===== src/rtl/ring_meas_pkg.sv =====
`default_nettype none
// ============================================================================
// Module      : ring_meas_pkg
// Description : Shared types and helpers for the ring-oscillator frequency
//               counter: measurement FSM states and gate-counter sizing.
// Revision    : 1.0 - initial release
// ============================================================================
package ring_meas_pkg;

    typedef enum logic [1:0] {
        ST_IDLE    = 2'd0,
        ST_MEASURE = 2'd1,
        ST_DONE    = 2'd2
    } meas_state_e;

    // Width needed to count 0..cycles-1; never narrower than one bit.
    function automatic int gate_cnt_width(input int cycles);
        int w;
        w = $clog2(cycles);
        return (w < 1) ? 1 : w;
    endfunction

endpackage : ring_meas_pkg
`default_nettype wire


===== src/rtl/sync_edge_det.sv =====
`default_nettype none
// ============================================================================
// Module      : sync_edge_det
// Description : Multi-flop synchronizer for an asynchronous input followed by
//               a rising-edge detector (one-cycle pulse per synchronized rise).
// Revision    : 1.0 - initial release
// ============================================================================
module sync_edge_det #(
    parameter int SYNC_STAGES = 2
) (
    input  logic clk,
    input  logic rst_n,
    input  logic async_in,
    output logic edge_out
);

    logic [SYNC_STAGES-1:0] sync_q;
    logic [SYNC_STAGES-1:0] sync_d;
    logic                   prev_q;
    logic                   prev_d;

    always_comb begin
        sync_d = {sync_q[SYNC_STAGES-2:0], async_in};
        prev_d = sync_q[SYNC_STAGES-1];
    end

    always_ff @(posedge clk or negedge rst_n) begin
        if (!rst_n) begin
            sync_q <= '0;
            prev_q <= 1'b0;
        end else begin
            sync_q <= sync_d;
            prev_q <= prev_d;
        end
    end

    assign edge_out = sync_q[SYNC_STAGES-1] & ~prev_q;

endmodule : sync_edge_det
`default_nettype wire


===== src/rtl/ring_freq_counter.sv =====
`default_nettype none
// ============================================================================
// Module      : ring_freq_counter
// Description : Counts synchronized rising edges of a ring-oscillator output
//               over a fixed window of GATE_CYCLES clk cycles, single-shot or
//               back-to-back, with saturation flag and one-cycle result strobe.
// Revision    : 1.0 - initial release
// ============================================================================
module ring_freq_counter
    import ring_meas_pkg::*;
#(
    parameter int CNT_W       = 16,
    parameter int GATE_CYCLES = 1000,
    parameter int SYNC_STAGES = 2
) (
    input  logic             clk,
    input  logic             rst_n,
    input  logic             osc_in,
    input  logic             start,
    input  logic             continuous,
    output logic             busy,
    output logic [CNT_W-1:0] count_out,
    output logic             count_valid,
    output logic             overflow
);

    localparam int                C_GATE_W    = gate_cnt_width(GATE_CYCLES);
    localparam logic [C_GATE_W-1:0] C_GATE_LAST = C_GATE_W'(GATE_CYCLES - 1);
    localparam logic [CNT_W-1:0]  C_CNT_MAX   = '1;

    meas_state_e          state_q, state_d;
    logic [CNT_W-1:0]     edge_cnt_q, edge_cnt_d;
    logic [C_GATE_W-1:0]  gate_cnt_q, gate_cnt_d;
    logic                 sat_q, sat_d;
    logic [CNT_W-1:0]     count_out_q, count_out_d;
    logic                 overflow_q, overflow_d;
    logic                 w_osc_edge;

    sync_edge_det #(
        .SYNC_STAGES (SYNC_STAGES)
    ) u_sync_edge_det (
        .clk      (clk),
        .rst_n    (rst_n),
        .async_in (osc_in),
        .edge_out (w_osc_edge)
    );

    always_comb begin
        state_d     = state_q;
        edge_cnt_d  = edge_cnt_q;
        gate_cnt_d  = gate_cnt_q;
        sat_d       = sat_q;
        count_out_d = count_out_q;
        overflow_d  = overflow_q;

        case (state_q)
            ST_IDLE: begin
                if (start || continuous) begin
                    state_d    = ST_MEASURE;
                    edge_cnt_d = '0;
                    gate_cnt_d = '0;
                    sat_d      = 1'b0;
                end
            end

            ST_MEASURE: begin
                gate_cnt_d = gate_cnt_q + 1'b1;
                if (w_osc_edge) begin
                    if (edge_cnt_q == C_CNT_MAX) begin
                        sat_d = 1'b1;
                    end else begin
                        edge_cnt_d = edge_cnt_q + 1'b1;
                    end
                end
                // Result is latched here so it is already visible while
                // count_valid is high in DONE, including a final-cycle edge.
                if (gate_cnt_q == C_GATE_LAST) begin
                    state_d     = ST_DONE;
                    gate_cnt_d  = '0;
                    count_out_d = edge_cnt_d;
                    overflow_d  = sat_d;
                end
            end

            ST_DONE: begin
                if (continuous) begin
                    state_d    = ST_MEASURE;
                    edge_cnt_d = '0;
                    gate_cnt_d = '0;
                    sat_d      = 1'b0;
                end else begin
                    state_d = ST_IDLE;
                end
            end

            default: begin
                state_d = ST_IDLE;
            end
        endcase
    end

    always_ff @(posedge clk or negedge rst_n) begin
        if (!rst_n) begin
            state_q     <= ST_IDLE;
            edge_cnt_q  <= '0;
            gate_cnt_q  <= '0;
            sat_q       <= 1'b0;
            count_out_q <= '0;
            overflow_q  <= 1'b0;
        end else begin
            state_q     <= state_d;
            edge_cnt_q  <= edge_cnt_d;
            gate_cnt_q  <= gate_cnt_d;
            sat_q       <= sat_d;
            count_out_q <= count_out_d;
            overflow_q  <= overflow_d;
        end
    end

    assign busy        = (state_q != ST_IDLE);
    assign count_valid = (state_q == ST_DONE);
    assign count_out   = count_out_q;
    assign overflow    = overflow_q;

endmodule : ring_freq_counter
`default_nettype wire

===== config.mk =====
export PLATFORM = sky130hd
export DESIGN_NAME = ring_freq_counter
export DESIGN_NICKNAME = d
export VERILOG_FILES = /design/src/rtl/ring_meas_pkg.sv /design/src/rtl/sync_edge_det.sv /design/src/rtl/ring_freq_counter.sv
export SDC_FILE = /design/constraint.sdc
export NUM_CORES = 1
export LEC_CHECK = 0
export BUFFER_PORTS_ARGS = -buffer_cell sky130_fd_sc_hd__buf_2
export CAP_MARGIN = 20
export CELL_PAD_IN_SITES_DETAIL_PLACEMENT = 0
export CELL_PAD_IN_SITES_GLOBAL_PLACEMENT = 1
export CORE_MARGIN = 1
export CORE_UTILIZATION = 43
export CTS_BUF_LIST = sky130_fd_sc_hd__clkbuf_4
export DETAILED_ROUTE_END_ITERATION = 16
export GPL_TIMING_DRIVEN = 0
export PLACE_DENSITY_LB_ADDON = 0.1
export SYNTH_ARGS = -nofsm -noshare
export SYNTH_HDL_FRONTEND = slang
export SYNTH_SLANG_ARGS = --single-unit

===== constraint.sdc =====
create_clock -name clk -period 1.9 [get_ports clk]
set_clock_uncertainty 0.05 [all_clocks]
set_input_delay 0.57 -clock clk [delete_from_list [all_inputs] [get_ports clk]]
set_output_delay 0.57 -clock clk [all_outputs]
set_load 0.05 [all_outputs]

==> results of run 1 <==
where the power goes:
| part | internal (mW) | leakage (nW) | switching [mW] | total, mW |
|---|---|---|---|---|
| Sequential | 1.20 | 0.649 | 0.187 | 1.39 |
| Combinational | 0.507 | 0.679 | 0.624 | 1.13 |
| Clock | 0.289 | 0.0433 | 0.336 | 0.624 |
| Total | 2.00 | 1.37 | 1.15 | 3.14 |
area by class of cell:
type | instances | area [um2] | share of cell area [%]
Inverter | 5 | 18.8 | 0.601
Multi-Input combinational cell | 197 | 1300 | 41.7
Clock buffer | 6 | 45.0 | 1.44
Sequential cell | 49 | 1240 | 39.7
Buffer | 11 | 67.6 | 2.17
Tap cell | 72 | 90.1 | 2.89
Clock inverter | 2 | 33.8 | 1.08
Timing Repair Buffer | 48 | 328 | 10.5
stage by stage:
stage	setup WS (ns)	std cells	TNS [ns]	util (%)
2_1_floorplan	-0.0190	263	-0.0190	-
3_3_place_gp	-0.397	358	-5.80	48.8
3_5_place_dp	-0.419	359	-6.03	49.2
4_1_cts	-0.0145	375	-0.0274	53.2
5_1_grt	-0.0442	390	-0.161	56.3
6_report	-0.00302	390	-0.00302	56.3
critical path, cell delays in order (launching register included):
cell and delay [ns]:
dfrtp_1 0.37, buf_6 0.11, nand4_1 0.15, or4_4 0.61
and2_4 0.20, o21a_1 0.20, a21oi_2 0.14
cell usage in the layout, fill, tap and decap left out, types with 4 or more instances in the layout:
master and instances:
xor2_1 6, nand3_1 8, a21oi_1 12, inv_1 4, clkbuf_4 10, buf_2 23
o21ai_0 23, dfrtp_2 9, buf_4 25, nand2_1 23, and3_1 4, nand4_1 5
a31oi_1 12, nor2_1 33, dfrtp_1 40, xnor2_1 13, nor2b_1 4
synthesized netlist by cell type (3+ instances only):
library cell  instances  area (um2)
and3_1                4        25.0
nand3_1               9        45.0
a22o_1                3        26.3
xnor2_1              14         123
clkbuf_1              7        26.3
xor2_1                6        52.6
nor2_1               34         128
o21ai_0              25         125
nand2_1              24        90.1
and4_1                3        26.3
nand2b_1              4        25.0
nor3_1                4        20.0
a31oi_1              12        75.1
inv_1                 5        18.8
nand4_1               5        31.3
nor2b_1               4        25.0
dfrtp_1              49        1230
a21oi_1              13        65.1
nor4_1                4        25.0
worst max path at each step:
| stage | cells after the start | from | end | slack, ns |
|---|---|---|---|---|
| finish | 6 | edge_cnt_q[4]$_DFFE_PN0P_ | edge_cnt_q[0]$_DFFE_PN0P_ | -0.003 |
| global route | 6 | edge_cnt_q[1]$_DFFE_PN0P_ | edge_cnt_q[0]$_DFFE_PN0P_ | -0.04 |
| CTS | 6 | edge_cnt_q[4]$_DFFE_PN0P_ | edge_cnt_q[0]$_DFFE_PN0P_ | -0.01 |
| detailed placement | 6 | edge_cnt_q[4]$_DFFE_PN0P_ | count_out[6]$_DFFE_PN0P_ | -0.42 |
| global placement | 6 | edge_cnt_q[4]$_DFFE_PN0P_ | count_out[6]$_DFFE_PN0P_ | -0.40 |
| floorplan | 7 | edge_cnt_q[9]$_DFFE_PN0P_ | count_out[2]$_DFFE_PN0P_ | -0.02 |
logic make-up after synthesis:
kind of cell,Yosys count,share of synthesized area [%]
and+or+nand+nor,104,21.4
AOI/OAI and AO/OA,69,17.3
DFF,49,49.4
xor gates and xnor gates,20,7.06
buffers and inverters,17,3.02
muxes,2,0.806
adders and majority gates,2,1.01
layer usage:
layer | vias up | global-route usage (%) | wire (um)
met2 | 48 | 32.8 | 2650
met4 | 0 | 6.67 | 107
met1 | 1017 | 30.6 | 2990
met5 | - | 0 | 0
met3 | 12 | 4.12 | 195
li1 | 1054 | - | -
flip-flops by register name, summed over array words and instances, names as in the netlist:
signal	count
count_out	16
edge_cnt_q	16
gate_cnt_q	10
state_q	2
u_sync_edge_det.sync_q	2
overflow	1
sat_q	1
u_sync_edge_det.prev_q	1
timing repair:
action	CTS	global route
resized for setup	26	26
setup buffers	9	15
hold buffers	0	0
setup endpoints to repair	34	37
pin swaps	6	8
==> summary.md, run 1 <==
Count of state elements after synthesis: 49. CTS sink count: 49. Wire length per cell after detailed routing: 15.2 um.

The first global-routing pass estimated 10100 um of wire. The worst setup path is captured at a flop. The first routing iteration left 103 violations. Area of the mapped netlist: 2480 um2.

The number of rows created at floorplan was 27. At the end of routability-driven placement, the weighted congestion stood at 0.768. The maximum number of pins on one net before global-route repair came out at 29.

Number of antenna violations at the first check in global routing: 0. In this run the clock root is driven by a clkbuf_4. The checks that failed: setup timing.

The tools report the reg-to-reg endpoint as edge_cnt_q[0]$_DFFE_PN0P_. The transition at the pin with the smallest max-transition slack is 0.599 ns. The relative max-transition margin was 60.0%; the number of vias in the routed layout was 2131.

Clock tree synthesis inserted a total of 5 buffers. The share of flip-flops with an asynchronous set or reset after synthesis was 100%; the leakage dissipation was 1.37 nW. For this design the ratio of total power to cell area is 1010 nW/um2. After detailed routing, the number of remaining DRC violations is 0. The post-synth net total came out at 270. The run finished, with violations left.

The logs give 2720 um2 for the instance area at placement and 0 for the remaining antenna violation count. The Yosys step of the flow raised 0 warnings. The logs give -0.00302 ns for the minimum setup slack in the final design and 0.37 ns for the insertion delay of the later-clocked pin in the worst-skew pair. The worst register-to-register path begins at edge_cnt_q[4]$_DFFE_PN0P_. TritonCTS built the clock tree. The core region is 5540 um2. The via count of the first global-routing pass was 1993. Synthesis handed over a netlist of 263 instances. The floorplan step set the die height to 78.0 um. The tools report the top-level port count as 24.

For this run, the top clock speed supported by timing is 525 MHz. Of the cells placed in the final design, the portion with a size suffix greater than 1 is 30.8%. The number of cells on the worst reg-to-reg path was 6.

Setup repair after global routing could not meet its margin everywhere. The final-report setup violation count is 1, and the die area is 6080 um2. The post-detailed-placement half-perimeter wirelength is 3930 um. For this run, the leading register cell type out of synthesis is dfrtp_1. The depth of the CTS H-tree is 2, and the number of distinct library cell variants in the gate-level netlist after synthesis is 46. Yosys mapped a number of flops with a built-in enable equal to 0.

Summing internal, switching and leakage power gives 3.14 mW. The required time of the worst setup path came out at 2.15 ns. Dividing the synthesized area by the synthesized cell count gives 9.44 um2. The final standard cell area without fillers is 3120 um2, and the total congestion overflow is 0. After synthesis, flip-flops and latches occupy 49.4% of the total area. The clock-pin slew reported for the worst setup and hold paths after clock tree synthesis works out to 0.14 ns.

The type of the most critical hold path was input pin to asynchronous set/reset pin. The final critical path takes up 100% of the cycle. Counting along the longest clock path gives a buffer depth of 2. The run gives 2.15 ns as the arrival time at the worst endpoint. Number of antenna cells inserted: 0.

The max-capacitance violation count is 0, and the total iterations of the first detailed-routing run is 4. The final hold violation count was 0. IR analysis of the VDD net gives a maximum drop of 0.000414 V.

The number of fill cells in the layout was 532. The die extent in x is 78.0 um, and the highest net fanout along the worst path is 7. Buffers placed on the I/O ports in this run total 23. The run gives 5930 um as the post-detailed-routing wire length. Across all register-to-register paths, the minimum setup slack is -0.003 ns. Global routing used 21.4% of the available tracks. The startpoint class of the critical path is a flop.

The layout overhead on the synthesized area works out to 25.7%. The max-slew violation total from the final report was 0; the starting density of the core was 44.8%. The minimum clock period was 1.90 ns; the final hold slack was 0.100 ns. The critical path class was flop to flop.

For the final net count, the log shows 324. The mean number of vias per cell came out at 5.46.
No activity file was read; power rests on OpenSTA's default activity.
==> inputs of run 2 (changes only) <==
--- a/config.mk
+++ b/config.mk
@@ -10,8 +10,7 @@
 export CELL_PAD_IN_SITES_DETAIL_PLACEMENT = 0
 export CELL_PAD_IN_SITES_GLOBAL_PLACEMENT = 1
 export CORE_MARGIN = 1
-export CORE_UTILIZATION = 43
-export CTS_BUF_LIST = sky130_fd_sc_hd__clkbuf_4
+export CORE_UTILIZATION = 41
 export DETAILED_ROUTE_END_ITERATION = 16
 export GPL_TIMING_DRIVEN = 0
 export PLACE_DENSITY_LB_ADDON = 0.1
==> summary.md, run 2 (synthesis results as in run 1) <==
Walking the worst path, the cells encountered are ha_4 -> nand3_4 -> or4_4 -> and2_4 -> a311oi_2 -> a21o_1. For the via count of the first global-routing pass, the log shows 1942 (-2.6%). The wire length per cell after detailed routing was 15.0 um (-1.6%); the starting density of the core was 43.7% (-1.1 points). The final hold violation count is 0 (unchanged), and the arrival time at the worst endpoint is 2.07 ns (-0.08 ns). The largest buffer count on any clock path came out at 2 (unchanged). Fraction of the cycle the final worst path needs: 97.9% (-2.3 points). The CTS sink count is 49 (unchanged). The logs give 1.36 nW (-0.95%) for the leakage dissipation and 0 (unchanged) for the remaining antenna violation count. The critical path class is flop to flop.

The transition at the pin with the smallest max-transition slack was 0.584 ns (-0.0154 ns). Global-route wire length before repair: 9850 um (-2.5%). The met2 wire length is 2560 um (-3.3%). The post-detailed-routing wire length is 5790 um (-2.4%). For the maximum clock frequency, the log shows 538 MHz (+2.3%). Relative to the synthesized area, the layout overhead comes to 24.9%. The number of port buffers was 23 (unchanged); the routed wire length on met3 was 227 um (+16%).

For the number of antenna cells inserted, the log shows 0 (unchanged). The peak per-stage delay on the critical path is 0.53 ns (-0.08 ns). The required time of the worst setup path is 2.11 ns (-0.04 ns). The max-capacitance violation count was 0 (unchanged).

Slowest cell on the critical path: or4_4. TritonCTS built the clock tree. The ratio of cells with drive above 1 in the final layout works out to 29.5% (-1.3 points). The tools report the final-report setup violation count as 0 (-1).

The count of placed standard cells in the final layout, fillers left out is 387 (-0.77%). STA classifies the critical path startpoint as a flop. The max-slew violation total from the final report was 0 (unchanged). The logs give 0.000494 V (+19%) for the maximum vdd ir drop and 2084 (-2.2%) for the number of vias in the routed layout.

STA classifies the critical path endpoint as a flop. The logs give 3970 um (+1.0%) for the post-detailed-placement half-perimeter wirelength and 20.3% (-1.2 points) for the global-route usage over all layers. Power per standard cell area: 1030 nW/um2 (+1.8%). The weighted congestion at the end of routability-driven global placement was 0.773 (+0.57%); the die height was 79.8 um (+2.3%).

The highest net fanout along the worst path is 7 (unchanged), and the number of antenna violations at the first check in global routing is 0 (unchanged). Clock tree root driver cell: clkbuf_8. The run gives 0.31 ns (-0.06 ns) as the insertion delay of the later-clocked pin in the worst-skew pair. The highest layer touched by signal routing is met4. The DRC violation count after routing was 0 (unchanged). Total iterations of the first detailed-routing run: 4 (unchanged). The die area came out at 6370 um2 (+4.7%).

The library cell used most frequently in the layout, excluding fill and tap cells, is dfrtp_1. For the depth of the CTS H-tree, the log shows 2 (unchanged). The standard cell core area was 5680 um2 (+2.4%); the maximum number of pins on one net before global-route repair was 26 (-10%). The die extent in x was 79.8 um (+2.3%); the detailed-route wire length on metal 1 was 2930 um (-1.9%).

The run gives 0 (unchanged) as the count of hold-fix buffers inserted at cts. The clock-pin slew reported for the worst setup and hold paths after clock tree synthesis came out at 0.10 ns (-0.04 ns). The type of the most critical hold path is input pin to asynchronous set/reset pin. The run finished with clean final reports. The mean number of vias per cell works out to 5.39 (-1.4%). The minimum clock period was 1.86 ns (-0.0428 ns).

For the number of rows created at floorplan, the log shows 27 (unchanged). Count of routing violations after the opening detailed-route iteration: 107 (+3.9%). The relative max-transition margin is 61.1% (+1.0 points). Top-level port count: 24 (unchanged). The run gives 3.18 mW (+1.2%) as the overall power consumption.

The number of cells in the design after placement is 359 (unchanged). The final net count was 321 (-0.93%). The logs give 0 (unchanged) for the total congestion overflow and 54.6% (-1.7 points) for the post-layout utilization of the core.

In the layout the commonest cells are dfrtp_1 (37), nor2_1 (34), o21ai_0 (25). Total CTS buffers: 5 (unchanged).
==> run 2: changes by cell type in the layout (fill, tap and decap cells not counted), sizes merged <==
cell    previous run  this run
clkbuf            14        13
buf               51        49
==> run 2: path summary, 6_finish.rpt <==
check | start | endpoint | slack [ns] | cells past startpoint
worst max-delay path | edge_cnt_q[0]$_DFFE_PN0P_ | count_out[2]$_DFFE_PN0P_ | 0.04 | 6
worst min-delay path | rst_n | gate_cnt_q[8]$_DFFE_PN0P_ | 0.19 | 1
worst max register to register | edge_cnt_q[0]$_DFFE_PN0P_ | count_out[2]$_DFFE_PN0P_ | 0.04 | 6
worst min register to register | u_sync_edge_det.sync_q[0]$_DFF_PN0_ | u_sync_edge_det.sync_q[1]$_DFF_PN0_ | 0.31 | 0
max in group asynchronous | rst_n | edge_cnt_q[8]$_DFFE_PN0P_ | 1.04 | 2
min in group clk | u_sync_edge_det.sync_q[0]$_DFF_PN0_ | u_sync_edge_det.sync_q[1]$_DFF_PN0_ | 0.31 | 0
==> run 2: power by group <==
part	internal (mW)	switching [mW]	total [mW]
combinational	0.446	0.585	1.03
clock	0.396	0.358	0.753
sequential	1.21	0.192	1.40
==> run 2: per-layer routing <==
metal	track usage, %	vias to the layer above
met5	0	-
met4	6.43	0
met3	4.57	6
met2	30.6	38
met1	28.7	997
li1	-	1043
==> run 2: critical path: cells and delay by family (launching register included) <==
kind,cells,cell delay (ns)
simple gates,3,0.81
compound gates,2,0.40
flops,1,0.40
fa+ha+maj,1,0.17
==> run 2: cell type report <==
cell class	instances	area, um2
Fill cell	549	2570
Multi-Input combinational cell	197	1270
Sequential cell	49	1240
Timing Repair Buffer	45	295
Tap cell	72	90.1
Clock buffer	6	72.6
Buffer	11	72.6
Clock inverter	2	38.8
Inverter	5	18.8
==> run 2: timing repair <==
item                                   CTS  global route
setup buffers                           12             9
gates resized for setup                 26            18
pin swaps                                3             8
endpoints found under the hold margin    0             0
setup endpoints to repair               29            36
==> run 2: through the flow <==
| step | TNS (ns) | setup slack [ns] | hold slack (ns) | instance area [um2] |
|---|---|---|---|---|
| floorplan | -0.0190 | -0.0190 | 0.224 | 2500 |
| global placement | -5.01 | -0.384 | 0.284 | 2700 |
| detailed placement | -5.35 | -0.464 | 0.291 | 2720 |
| CTS | 0 | 0.00373 | 0.215 | 2990 |
| global route | -0.0176 | -0.00898 | 0.245 | 3100 |
| finish | 0 | 0.0398 | 0.194 | 3100 |
